$ cat config.mk
export PLATFORM = sky130hd
export DESIGN_NAME = serial_subtractor
export DESIGN_NICKNAME = d
export VERILOG_FILES = /design/src/rtl/serial_sub_pkg.sv /design/src/rtl/serial_subtractor_fsub.sv /design/src/rtl/serial_subtractor.sv
export SDC_FILE = /design/constraint.sdc
export NUM_CORES = 1
export LEC_CHECK = 0
export CAP_MARGIN = 10
export CORE_ASPECT_RATIO = 1.4
export CORE_MARGIN = 4
export CORE_UTILIZATION = 50
export CTS_BUF_LIST = sky130_fd_sc_hd__clkbuf_16
export CTS_CLUSTER_SIZE = 12
export DETAILED_ROUTE_END_ITERATION = 10
export GPL_TIMING_DRIVEN = 0
export PLACE_DENSITY = 0.78
export SLEW_MARGIN = 20
export SYNTH_ARGS = -nofsm -noshare
export SYNTH_HDL_FRONTEND = slang
export SYNTH_SLANG_ARGS = --single-unit
export TNS_END_PERCENT = 1
$ cat constraint.sdc
create_clock -name clk -period 2.28 [get_ports clk]
set_input_delay 0.228 -clock clk [delete_from_list [all_inputs] [get_ports clk]]
set_output_delay 0.228 -clock clk [all_outputs]
set_load 0.02 [all_outputs]
$ cat src/rtl/serial_sub_pkg.sv
// Shared types and helpers for the bit-serial subtractor.
// Holds the FSM state encoding, the default operand width and a constant clog2.
package serial_sub_pkg;

  localparam int DEFAULT_WIDTH = 8;

  typedef enum logic [1:0] {
    IDLE  = 2'd0,
    SHIFT = 2'd1,
    DONE  = 2'd2
  } state_e;

  function automatic int clog2(input int value);
    int r;
    r = 0;
    for (int i = 0; i < 32; i++) begin
      if ((1 << i) < value) r = i + 1;
    end
    return r;
  endfunction

endpackage

$ cat src/rtl/serial_subtractor_fsub.sv
// Mux-only full subtractor cell (x - y - bin), plus the 2:1 mux primitive it is built from.
// Purely combinational; inversions come from muxes with constant data inputs.
module mux_2x1 (
  input  logic i_sel,
  input  logic i_d0,
  input  logic i_d1,
  output logic o_y
);
  assign o_y = i_sel ? i_d1 : i_d0;
endmodule

module full_subtractor_mux (
  input  logic x,
  input  logic y,
  input  logic bin,
  output logic d,
  output logic bout
);
  logic w_ny;
  logic w_xy;
  logic w_nxy;

  mux_2x1 u_not_y   (.i_sel(y),    .i_d0(1'b1), .i_d1(1'b0),  .o_y(w_ny));
  mux_2x1 u_xor_xy  (.i_sel(x),    .i_d0(y),    .i_d1(w_ny),  .o_y(w_xy));
  mux_2x1 u_not_xy  (.i_sel(w_xy), .i_d0(1'b1), .i_d1(1'b0),  .o_y(w_nxy));
  mux_2x1 u_diff    (.i_sel(bin),  .i_d0(w_xy), .i_d1(w_nxy), .o_y(d));
  // When x != y the borrow is simply y; when they match the incoming borrow propagates.
  mux_2x1 u_borrow  (.i_sel(w_xy), .i_d0(bin),  .i_d1(y),     .o_y(bout));
endmodule

$ cat src/rtl/serial_subtractor.sv
// Bit-serial unsigned A - B, LSB first, WIDTH+2 cycles per operation with a start/done handshake.
// Optional SERIAL_SUB_SIGNED_OVF_EN adds a two's-complement overflow output (ovf).
module serial_subtractor
  import serial_sub_pkg::*;
#(
  parameter int WIDTH = DEFAULT_WIDTH
) (
  input  logic             clk,
  input  logic             rst_n,
  input  logic             start,
  input  logic [WIDTH-1:0] a,
  input  logic [WIDTH-1:0] b,
  output logic             ready,
  output logic             busy,
  output logic             done,
  output logic [WIDTH-1:0] diff,
  output logic             borrow
`ifdef SERIAL_SUB_SIGNED_OVF_EN
  ,
  output logic             ovf
`endif
);

  localparam int CNT_W = clog2(WIDTH);
  localparam logic [CNT_W-1:0] LAST_CNT = CNT_W'(WIDTH - 1);

  state_e           r_state;
  state_e           w_state_nxt;
  logic [WIDTH-1:0] r_a_sr;
  logic [WIDTH-1:0] r_b_sr;
  logic [WIDTH-1:0] r_res;
  logic [WIDTH-1:0] r_diff;
  logic             r_br;
  logic             r_borrow;
  logic [CNT_W-1:0] r_cnt;
  logic             w_d;
  logic             w_bout;
  logic             w_last;
  logic [WIDTH-1:0] w_res_nxt;
`ifdef SERIAL_SUB_SIGNED_OVF_EN
  logic             r_a_msb;
  logic             r_b_msb;
  logic             r_ovf;
`endif

  full_subtractor_mux u_cell (
    .x    (r_a_sr[0]),
    .y    (r_b_sr[0]),
    .bin  (r_br),
    .d    (w_d),
    .bout (w_bout)
  );

  assign w_res_nxt = {w_d, r_res[WIDTH-1:1]};
  assign w_last    = (r_cnt == LAST_CNT);

  always_ff @(posedge clk or negedge rst_n) begin
    if (!rst_n) begin
      r_state <= IDLE;
    end else begin
      r_state <= w_state_nxt;
    end
  end

  always_comb begin
    w_state_nxt = r_state;
    ready       = 1'b0;
    busy        = 1'b0;
    done        = 1'b0;
    case (r_state)
      IDLE: begin
        ready = 1'b1;
        if (start) w_state_nxt = SHIFT;
      end
      SHIFT: begin
        busy = 1'b1;
        if (w_last) w_state_nxt = DONE;
      end
      DONE: begin
        done        = 1'b1;
        w_state_nxt = IDLE;
      end
      default: w_state_nxt = IDLE;
    endcase
  end

  always_ff @(posedge clk or negedge rst_n) begin
    if (!rst_n) begin
      r_a_sr   <= '0;
      r_b_sr   <= '0;
      r_res    <= '0;
      r_diff   <= '0;
      r_br     <= 1'b0;
      r_borrow <= 1'b0;
      r_cnt    <= '0;
`ifdef SERIAL_SUB_SIGNED_OVF_EN
      r_a_msb  <= 1'b0;
      r_b_msb  <= 1'b0;
      r_ovf    <= 1'b0;
`endif
    end else begin
      case (r_state)
        IDLE: begin
          if (start) begin
            r_a_sr  <= a;
            r_b_sr  <= b;
            r_br    <= 1'b0;
            r_cnt   <= '0;
`ifdef SERIAL_SUB_SIGNED_OVF_EN
            r_a_msb <= a[WIDTH-1];
            r_b_msb <= b[WIDTH-1];
`endif
          end
        end
        SHIFT: begin
          r_a_sr <= r_a_sr >> 1;
          r_b_sr <= r_b_sr >> 1;
          r_br   <= w_bout;
          r_res  <= w_res_nxt;
          // Exit at WIDTH-1 keeps the counter from ever wrapping.
          if (w_last) begin
            r_diff   <= w_res_nxt;
            r_borrow <= w_bout;
`ifdef SERIAL_SUB_SIGNED_OVF_EN
            r_ovf    <= (r_a_msb != r_b_msb) && (w_res_nxt[WIDTH-1] != r_a_msb);
`endif
          end else begin
            r_cnt <= r_cnt + CNT_W'(1);
          end
        end
        default: ;
      endcase
    end
  end

  assign diff   = r_diff;
  assign borrow = r_borrow;
`ifdef SERIAL_SUB_SIGNED_OVF_EN
  assign ovf    = r_ovf;
`endif

endmodule

==> results of run 1 <==
## path summary, 6_finish.rpt
path | start | end | slack, ps | depth (start not counted)
worst max-delay path | r_cnt[0] | r_cnt[16] | 110 | 8
worst min-delay path | rst_n | r_res[4] | 360 | 2
worst max register to register | r_cnt[0] | r_cnt[16] | 110 | 8
worst min register to register | r_res[1] | r_res[1] | 480 | 2
max in group asynchronous | rst_n | diff[7] | 1390 | 3
min in group clk | b[7] | r_b_sr[7] | 420 | 3
## registers in the layout, indices dropped and copies added (netlist names)
register	count
r_br	1
diff	8
r_cnt	32
borrow	1
r_res	7
r_a_sr	8
r_state	2
r_b_sr	8
## metrics by stage
stage,util,cell area (um2),TNS [ps]
after floorplan,-,3380,0
after global placement,0.574,3770,-82360
after detailed placement,0.577,3790,-84.9
after CTS,0.624,4100,0
after global routing,0.631,4140,-25.8
final,0.631,4140,0
## cell type report
class | count | area (um2) | area share
Buffer | 22 | 101 | 0.0245
Clock buffer | 9 | 225 | 0.0543
Clock inverter | 7 | 68.8 | 0.0166
Inverter | 11 | 41.3 | 0.00996
Multi-Input combinational cell | 267 | 1590 | 0.384
Sequential cell | 67 | 1680 | 0.405
Tap cell | 74 | 92.6 | 0.0223
Timing Repair Buffer | 33 | 347 | 0.0836
## what timing repair did
| item | CTS | global route |
|---|---|---|
| hold endpoints to repair | 30 | 0 |
| pin swaps | 0 | 2 |
| setup endpoints to repair | 4 | 23 |
| buffers inserted | 0 | 1 |
| hold buffers | 1 | 0 |
| gates resized for setup | 5 | 6 |
## power by group
group / internal [mW] / total, mW / switching [mW]
Combinational: 0.0313 / 0.0591 / 0.0278
Clock: 0.843 / 1.36 / 0.522
Sequential: 1.19 / 1.19 / 0
## logic make-up after synthesis
logic type | share of synthesized area
simple gates | 0.259
compound gates | 0.144
flops | 0.496
buf+inv | 0.0389
mux | 0.0445
xor+xnor | 0.0104
fa+ha+maj | 0.00667
## layer usage
layer / up-vias / part of all wire / track usage
li1: 1426 / - / -
met3: 21 / 0.065 / 0.0479
met5: - / 0 / 0
met4: 0 / 0.030 / 0.125
met1: 1471 / 0.40 / 0.258
met2: 122 / 0.50 / 0.362
## cell usage in the layout (no fill, tap or decap), drive strengths merged, types with 2 or more instances in the layout
cell type and count:
nor3 6, nand3 27, nand4 17, mux2 8, nor4 12, clkdlybuf4s50 28, clkbuf 24, and2 4
a21oi 9, o311ai 3, dfrtp 67, o211a 2, a211o 2, nand2 70, buf 10, clkinv 3
xnor2 3, o31ai 3, a31oi 19, o41ai 4, a22o 3, or3 3, o21ai 18, inv 13
a22oi 2, or4 4, mux2i 6, o211ai 7, nor2 26
==> impl_metrics.tcl, run 1 <==
set metrics [dict create \
    status "complete, no violations" \
    slew_headroom 0.531 \
    routed_wl_um 8410 \
    ys_ff_latch 67 \
    cts_tree "built" \
    yosys.area.top_type_share 0.496 \
    slew_viol_final 0 \
    synth_top_cell_by_area "dfrtp_1" \
    fin_crit_ps 2170 \
    synth-async-reset-ratio 1.00 \
    crit_buf_inv 2 \
    fmax_ghz 0.460 \
    dp_hpwl_um 5710 \
    drive_above_1_share 0.108 \
    endpoint_kind "register" \
    grtUsageTotal 0.218 \
    netlist_area_um2 3380 \
    cts_sinks 67 \
    yosys_warnings 0 \
    clock-root-buffer "clkbuf_16" \
    synthFlopType "dfrtp_1" \
    core_area_um2 6570 \
    fp-row-count 35 \
    synthesis.nets 387 \
    arrival_ps 2450 \
    fillers 539 \
    start_kind "register" \
    ant_nets 0 \
    irDropWorstVdd_uv 427 \
    worst_path_largest_cell_delay_ps 390 \
    vias 3040 \
    fin_cells 490 \
    p_per_area_nw_per_um2 631 \
    worstSetupPathType "register to register" \
    fin_total_pwr_mw 2.61 \
    die_y_um 105 \
    die_w_um 77.5 \
    fin_nets 431 \
    grt_antenna_before_repair 0 \
    fin_skew_ps 5.11 \
    setup_viol 0 \
    place_ws_ps -84.9 \
    gp_congestion 0.906 \
    portBuffers 30 \
    grt_first_pass_wirelength_um 14100 \
    htreeDepth 3 \
    drcViolationCount 0 \
    clkLatencyLatePin_ps 340 \
    cp.required_ps 2550 \
    p_leak_nw 1.76 \
    syn2layout_area_growth_pct 22.7 \
    routedWlPerCell_um 17.2 \
    maxCapViolations 0 \
    cts_made_buffers 9 \
    synth_top_cells_by_area "dfrtp_1 (50%), nand2_1 (7.7%), nand3_1 (3.7%)" \
    synth_seq_area_share 0.496 \
    diodes 0 \
    holdWs_ps 362 \
    synth_cells 367 \
    dp.cells 472 \
    synth_most_common_cell "nand2_1" \
    ios 31 \
    dieArea_um2 8150 \
    final-hold-violation-count 0 \
    grt_max_degree 38 \
    synth_commonest_cells "nand2_1 (69), dfrtp_1 (67), nand3_1 (25), nor2_1 (25), a31oi_1 (19)" \
    min_period_over_period 0.954 \
    drt-initial-drc-count 223 \
    dr.pass1.iters 6 \
    hold_path.class "primary input to async pin" \
    avgSynthCellArea_um2 9.20 \
    grt_overflow_total 0 \
    tightest_slew_ps 701 \
    vias_per_cell 6.20 \
    crit_top_cell "nand3_1" \
    worst_slack_ps 106 \
    cts_max_path_buffers 2 \
    grt_pass1_vias 2969 \
    initial_core_util 0.514 \
    crit_slowest_cell "dfrtp_1" \
    path_cells "ha_2 > nor4bb_2 > nand4_1 > o21ai_1 > clkbuf_4 > buf_4 > nand3_1 > nand3_1" \
    clkTransAtPathRegs_ps 60 \
    synth_cell_types 46 \
    synth_edf_count 0 \
    path_max_fanout 10 \
    cp_top_family "simple AND/OR/NAND/NOR gates" \
]
Power figures use the tool's default switching activity.
==> inputs of run 2 (changes only) <==
--- a/config.mk
+++ b/config.mk
@@ -17,5 +17,6 @@
 export SLEW_MARGIN = 20
 export SYNTH_ARGS = -nofsm -noshare
 export SYNTH_HDL_FRONTEND = slang
+export SYNTH_HIERARCHICAL = 1
 export SYNTH_SLANG_ARGS = --single-unit
 export TNS_END_PERCENT = 1
==> impl_metrics.tcl, run 2 <==
set metrics [dict create \
    min_period_over_period 1.00 \
    yosys.area.top_type_share 0.479 \
    grt_overflow_total 0 \
    diodes 0 \
    synth_top_cells_by_area "dfrtp_1 (48%), o22ai_1 (5.0%), a21oi_1 (4.7%)" \
    synth_commonest_cells "dfrtp_1 (67), nand2_1 (43), a21oi_1 (33)" \
    grt_max_degree 40 \
    grt_pass1_vias 3162 \
    mostFrequentLayoutCells "dfrtp_1 (66), nand2_1 (42), a21oi_1 (33), o22ai_1 (28), clkdlybuf4s50_1 (27)" \
    tightest_slew_ps 773 \
    drt-initial-drc-count 308 \
    routedWlPerCell_um 17.1 \
    netlist_area_um2 3500 \
    synth_cell_types 52 \
    finalSetupTns_ps -6.43 \
    slew_viol_final 0 \
    clkLatencyLatePin_ps 340 \
    stdcell_area_um2 4310 \
    vias 3260 \
    hold_path.class "primary input to async pin" \
    portBuffers 29 \
    regToRegStartpoint "r_cnt[7]" \
    gr-usage-met2 0.384 \
    drive_above_1_share 0.155 \
    synth_cells 374 \
    grt_first_pass_wirelength_um 14700 \
    slew_headroom 0.481 \
    clkTransAtPathRegs_ps 60 \
    fin_skew_ps 6.30 \
    dp.cells 498 \
    dp_hpwl_um 6110 \
    avgSynthCellArea_um2 9.36 \
    synth_edf_count 0 \
    cts_tree "built" \
    status "complete, but fails checks" \
    core_area_um2 6700 \
    syn2layout_area_growth_pct 23.2 \
    synth-async-reset-ratio 1.00 \
    maxCapViolations 0 \
    routed_wl_um 8830 \
    drcViolationCount 0 \
    irDropWorstVdd_uv 545 \
    gp_congestion 0.916 \
    synthFlopType "dfrtp_1" \
    final_common_cell "dfrtp_1" \
    initial_core_util 0.522 \
    rsz0062_at_grt "true" \
    worst_slack_ps -4.44 \
    die_w_um 78.7 \
    clock-root-buffer "clkbuf_16" \
    yosys_warnings 6 \
    cts_max_path_buffers 2 \
    gr-usage-met1 0.259 \
    die_y_um 107 \
    fillers 514 \
    cts_sinks 67 \
    regMostFlops "r_cnt" \
    synth_most_common_cell "dfrtp_1" \
    fin_nets 440 \
    fp-row-count 35 \
    arrival_ps 2500 \
    ant_nets 0 \
    grtUsageTotal 0.221 \
    synth_seq_area_share 0.479 \
    p_per_area_nw_per_um2 821 \
    largest_reg_flops 32 \
    dr.pass1.iters 6 \
    ios 31 \
    cts_made_buffers 9 \
    setup_viol 2 \
    grt_antenna_before_repair 0 \
    vias_per_cell 6.31 \
    cp.required_ps 2500 \
    violations "negative setup slack" \
    endpoint_kind "register" \
    grtUsageMet3 0.0387 \
    htreeDepth 3 \
    worstSetupPathType "register to register" \
    path_max_fanout 9 \
    cp-startpoint "r_cnt[7]" \
    final-hold-violation-count 0 \
    p_leak_nw 1.82 \
    dieArea_um2 8420 \
    busiest_layer "met2" \
    ys_ff_latch 67 \
    start_kind "register" \
    place_area_um2 3930 \
    fmax_ghz 0.438 \
    fin_crit_ps 2280 \
    synth_top_cell_by_area "dfrtp_1" \
    fin_cells 517 \
]
==> run 2: cell families (layout without fill, tap and decap cells) <==
kind of cell | Yosys count | in the layout | synth area share
simple gates | 133 | 133 | 0.204
compound gates | 122 | 122 | 0.215
buf+inv | 33 | 82 | 0.0408
mux | 16 | 16 | 0.0561
flops | 67 | 67 | 0.479
fa+ha+maj | 1 | 1 | 0.00357
other cells | 2 | 4 | 0.00215
==> run 2: repair_timing <==
item / 4_1_cts / 5_1_grt
endpoints found under the hold margin: 28 / 0
pin swaps: 2 / 2
endpoints found under the setup margin: 20 / 22
hold buffers: 1 / 0
buffers inserted: 2 / 2
gates resized for setup: 5 / 8
==> run 2: critical path, cell delays in order (launching register included) <==
cell      delay [ps]
dfrtp_1          360
clkbuf_1         190
nor4_1           350
nand4_2          290
o21ai_1          690
or4_1            210
nand3_1           70
==> run 2: path summary, 6_finish.rpt <==
| check | cells after the start | slack, ps | end |
|---|---|---|---|
| max in group asynchronous | 3 | 1380 | r_state[1] |
| min | 2 | 360 | r_cnt[13] |
| max reg2reg | 6 | -4 | r_cnt[28] |
| min reg2reg | 2 | 480 | r_res[1] |
| max | 6 | -4 | r_cnt[28] |
| min in group clk | 3 | 400 | r_b_sr[1] |
==> run 2: cell type report <==
| class | instances | area (um2) | area share |
|---|---|---|---|
| multi-input cells | 276 | 1710 | 0.397 |
| flip-flops and latches | 67 | 1680 | 0.389 |
| repair buffers | 35 | 343 | 0.0795 |
| clock buffers | 9 | 225 | 0.0522 |
| well taps | 92 | 115 | 0.0267 |
| clock inverters | 7 | 101 | 0.0235 |
| plain buffers | 21 | 101 | 0.0235 |
| inverters | 10 | 38.8 | 0.00899 |
==> run 2: per-layer routing <==
layer / vias to the layer above / part of all wire
li1: 1501 / -
met1: 1584 / 0.39
met2: 138 / 0.52
met3: 37 / 0.055
met4: 0 / 0.036
met5: - / 0
==> run 2: per-stage QoR <==
step	utilization	total power, mW	worst slack [ps]	hold slack [ps]
global route	0.644	3.69	-6.60	408
detailed placement	0.587	2.02	-348	177
global placement	0.584	1.99	-1250	468
finish	0.644	3.54	-4.44	360
floorplan	-	1.84	341	-67.6
CTS	0.639	3.54	8.41	365
==> run 2: power breakdown <==
part	total (mW)	internal (mW)	switching [mW]	leakage [nW]
sequential	1.55	1.33	0.219	0.875
clock	1.51	0.964	0.544	0.152
combinational	0.480	0.210	0.270	0.798
total	3.54	2.51	1.03	1.82
==> inputs of run 3 (changes only) <==
--- a/config.mk
+++ b/config.mk
@@ -8,13 +8,12 @@
 export CAP_MARGIN = 10
 export CORE_ASPECT_RATIO = 1.4
 export CORE_MARGIN = 4
-export CORE_UTILIZATION = 50
+export CORE_UTILIZATION = 40
 export CTS_BUF_LIST = sky130_fd_sc_hd__clkbuf_16
 export CTS_CLUSTER_SIZE = 12
 export DETAILED_ROUTE_END_ITERATION = 10
 export GPL_TIMING_DRIVEN = 0
-export PLACE_DENSITY = 0.78
-export SLEW_MARGIN = 20
+export PLACE_DENSITY = 0.66
 export SYNTH_ARGS = -nofsm -noshare
 export SYNTH_HDL_FRONTEND = slang
 export SYNTH_HIERARCHICAL = 1
==> impl_metrics.tcl, run 3 (synthesis results as in run 2) <==
set metrics [dict create \
    status "complete, but fails checks" \
    violations "negative hold slack" \
    grt_first_pass_wirelength_um 14800 \
    grt_overflow_total 0 \
    cts_tree "built" \
    p_leak_nw 1.83 \
    clock-root-buffer "clkbuf_16" \
    final_core_util 0.508 \
    grt_max_degree 68 \
    final_common_cell "dfrtp_1" \
    syn2layout_area_growth_pct 24.2 \
    regMostFlops "r_cnt" \
    dp_hpwl_um 6090 \
    routed_wl_um 8930 \
    htreeDepth 3 \
    rsz0062_at_grt "true" \
    tightest_slew_ps 831 \
    endpoint_kind "output pin" \
    core_area_um2 8560 \
    cts_max_path_buffers 2 \
    path_max_fanout 10 \
    clkLatencyLatePin_ps 330 \
    dp.cells 510 \
    ant_nets 0 \
    clkTransAtPathRegs_ps 60 \
    min_period_over_period 0.983 \
    grtUsageTotal 0.181 \
    fin_cells 528 \
    vias 3147 \
    dieArea_um2 10300 \
    p_per_area_nw_per_um2 834 \
    worst_slack_ps 39.6 \
    slew_headroom 0.446 \
    maxCapViolations 0 \
    cts_made_buffers 9 \
    drcViolationCount 0 \
    fin_nets 438 \
    mostFrequentLayoutCells "dfrtp_1 (66), nand2_1 (42), a21oi_1 (33), o22ai_1 (28), clkdlybuf4s50_1 (27)" \
    fp-row-count 40 \
    diodes 0 \
    place_ws_ps -431 \
    ctsHoldBuffers 0 \
    drt-initial-drc-count 286 \
    routedWlPerCell_um 16.9 \
    worstSetupPathType "register to output pin" \
    fin_skew_ps 5.59 \
    largest_reg_flops 32 \
    cp.required_ps 2050 \
    gp_congestion 0.890 \
    cts_sinks 67 \
    drive_above_1_share 0.158 \
    fmax_ghz 0.446 \
    holdWs_ps -8.56 \
    arrival_ps 2010 \
    dr.pass1.iters 5 \
    irDropWorstVdd_uv 601 \
    setup_viol 0 \
    ios 31 \
    grt_pass1_vias 2964 \
    vias_per_cell 5.96 \
    portBuffers 29 \
    fin_crit_ps 2240 \
    die_y_um 119 \
    slew_viol_final 0 \
    start_kind "register" \
    hold_path.class "primary input to async pin" \
    final-hold-violation-count 20 \
    initial_core_util 0.409 \
    die_w_um 87.1 \
    grt_antenna_before_repair 0 \
]
-- run 3: power breakdown --
group          switching (mW)  leakage [nW]  internal (mW)
clock                   0.523         0.163           1.07
combinational           0.272         0.789          0.210
sequential              0.223         0.875           1.33
total                    1.02          1.83           2.61
-- run 3: path summary, 6_finish.rpt --
| check | start | to | slack [ps] | cells after the start |
|---|---|---|---|---|
| min | rst_n | r_cnt[11] | -9 | 1 |
| max in group asynchronous | rst_n | r_state[1] | 1690 | 1 |
| min reg2reg | r_res[4] | r_res[3] | 490 | 2 |
| min in group clk | start | r_a_sr[6] | 420 | 3 |
| max | r_state[1] | busy | 40 | 6 |
| max reg2reg | r_cnt[0] | diff[0] | 50 | 5 |
-- run 3: per-stage QoR --
step	TNS, ps	power (mW)	area [um2]
global route	-536	3.80	4350
finish	0	3.63	4350
global placement	-90130	2.00	3930
detailed placement	-1870	2.02	3930
CTS	0	3.61	4290
floorplan	0	1.84	3510
-- run 3: layout make-up --
type	instances	area (um2)
Buffer	21	105
Clock buffer	9	225
Sequential cell	67	1680
Tap cell	105	131
Clock inverter	7	115
Fill cell	764	4210
Inverter	10	38.8
Timing Repair Buffer	33	318
Multi-Input combinational cell	276	1740
-- run 3: metal layers --
| metal | vias up | global-route usage | routed length [um] |
|---|---|---|---|
| met3 | 26 | 0.0411 | 445 |
| met1 | 1504 | 0.226 | 3730 |
| met2 | 123 | 0.289 | 4450 |
| li1 | 1494 | - | - |
| met4 | 0 | 0.0867 | 298 |
| met5 | - | 0 | 0 |
-- run 3: what timing repair did --
action / CTS / global route
pin swaps: 2 / 5
resized for setup: 6 / 10
setup endpoints to repair: 28 / 36
buffers inserted: 3 / 1
-- run 3: critical path, cell delays in order (launching register included) --
cell,delay (ps)
dfrtp_2,470
clkinv_2,130
nand2_2,150
inv_1,120
buf_2,240
clkbuf_4,250
clkdlybuf4s15_1,320
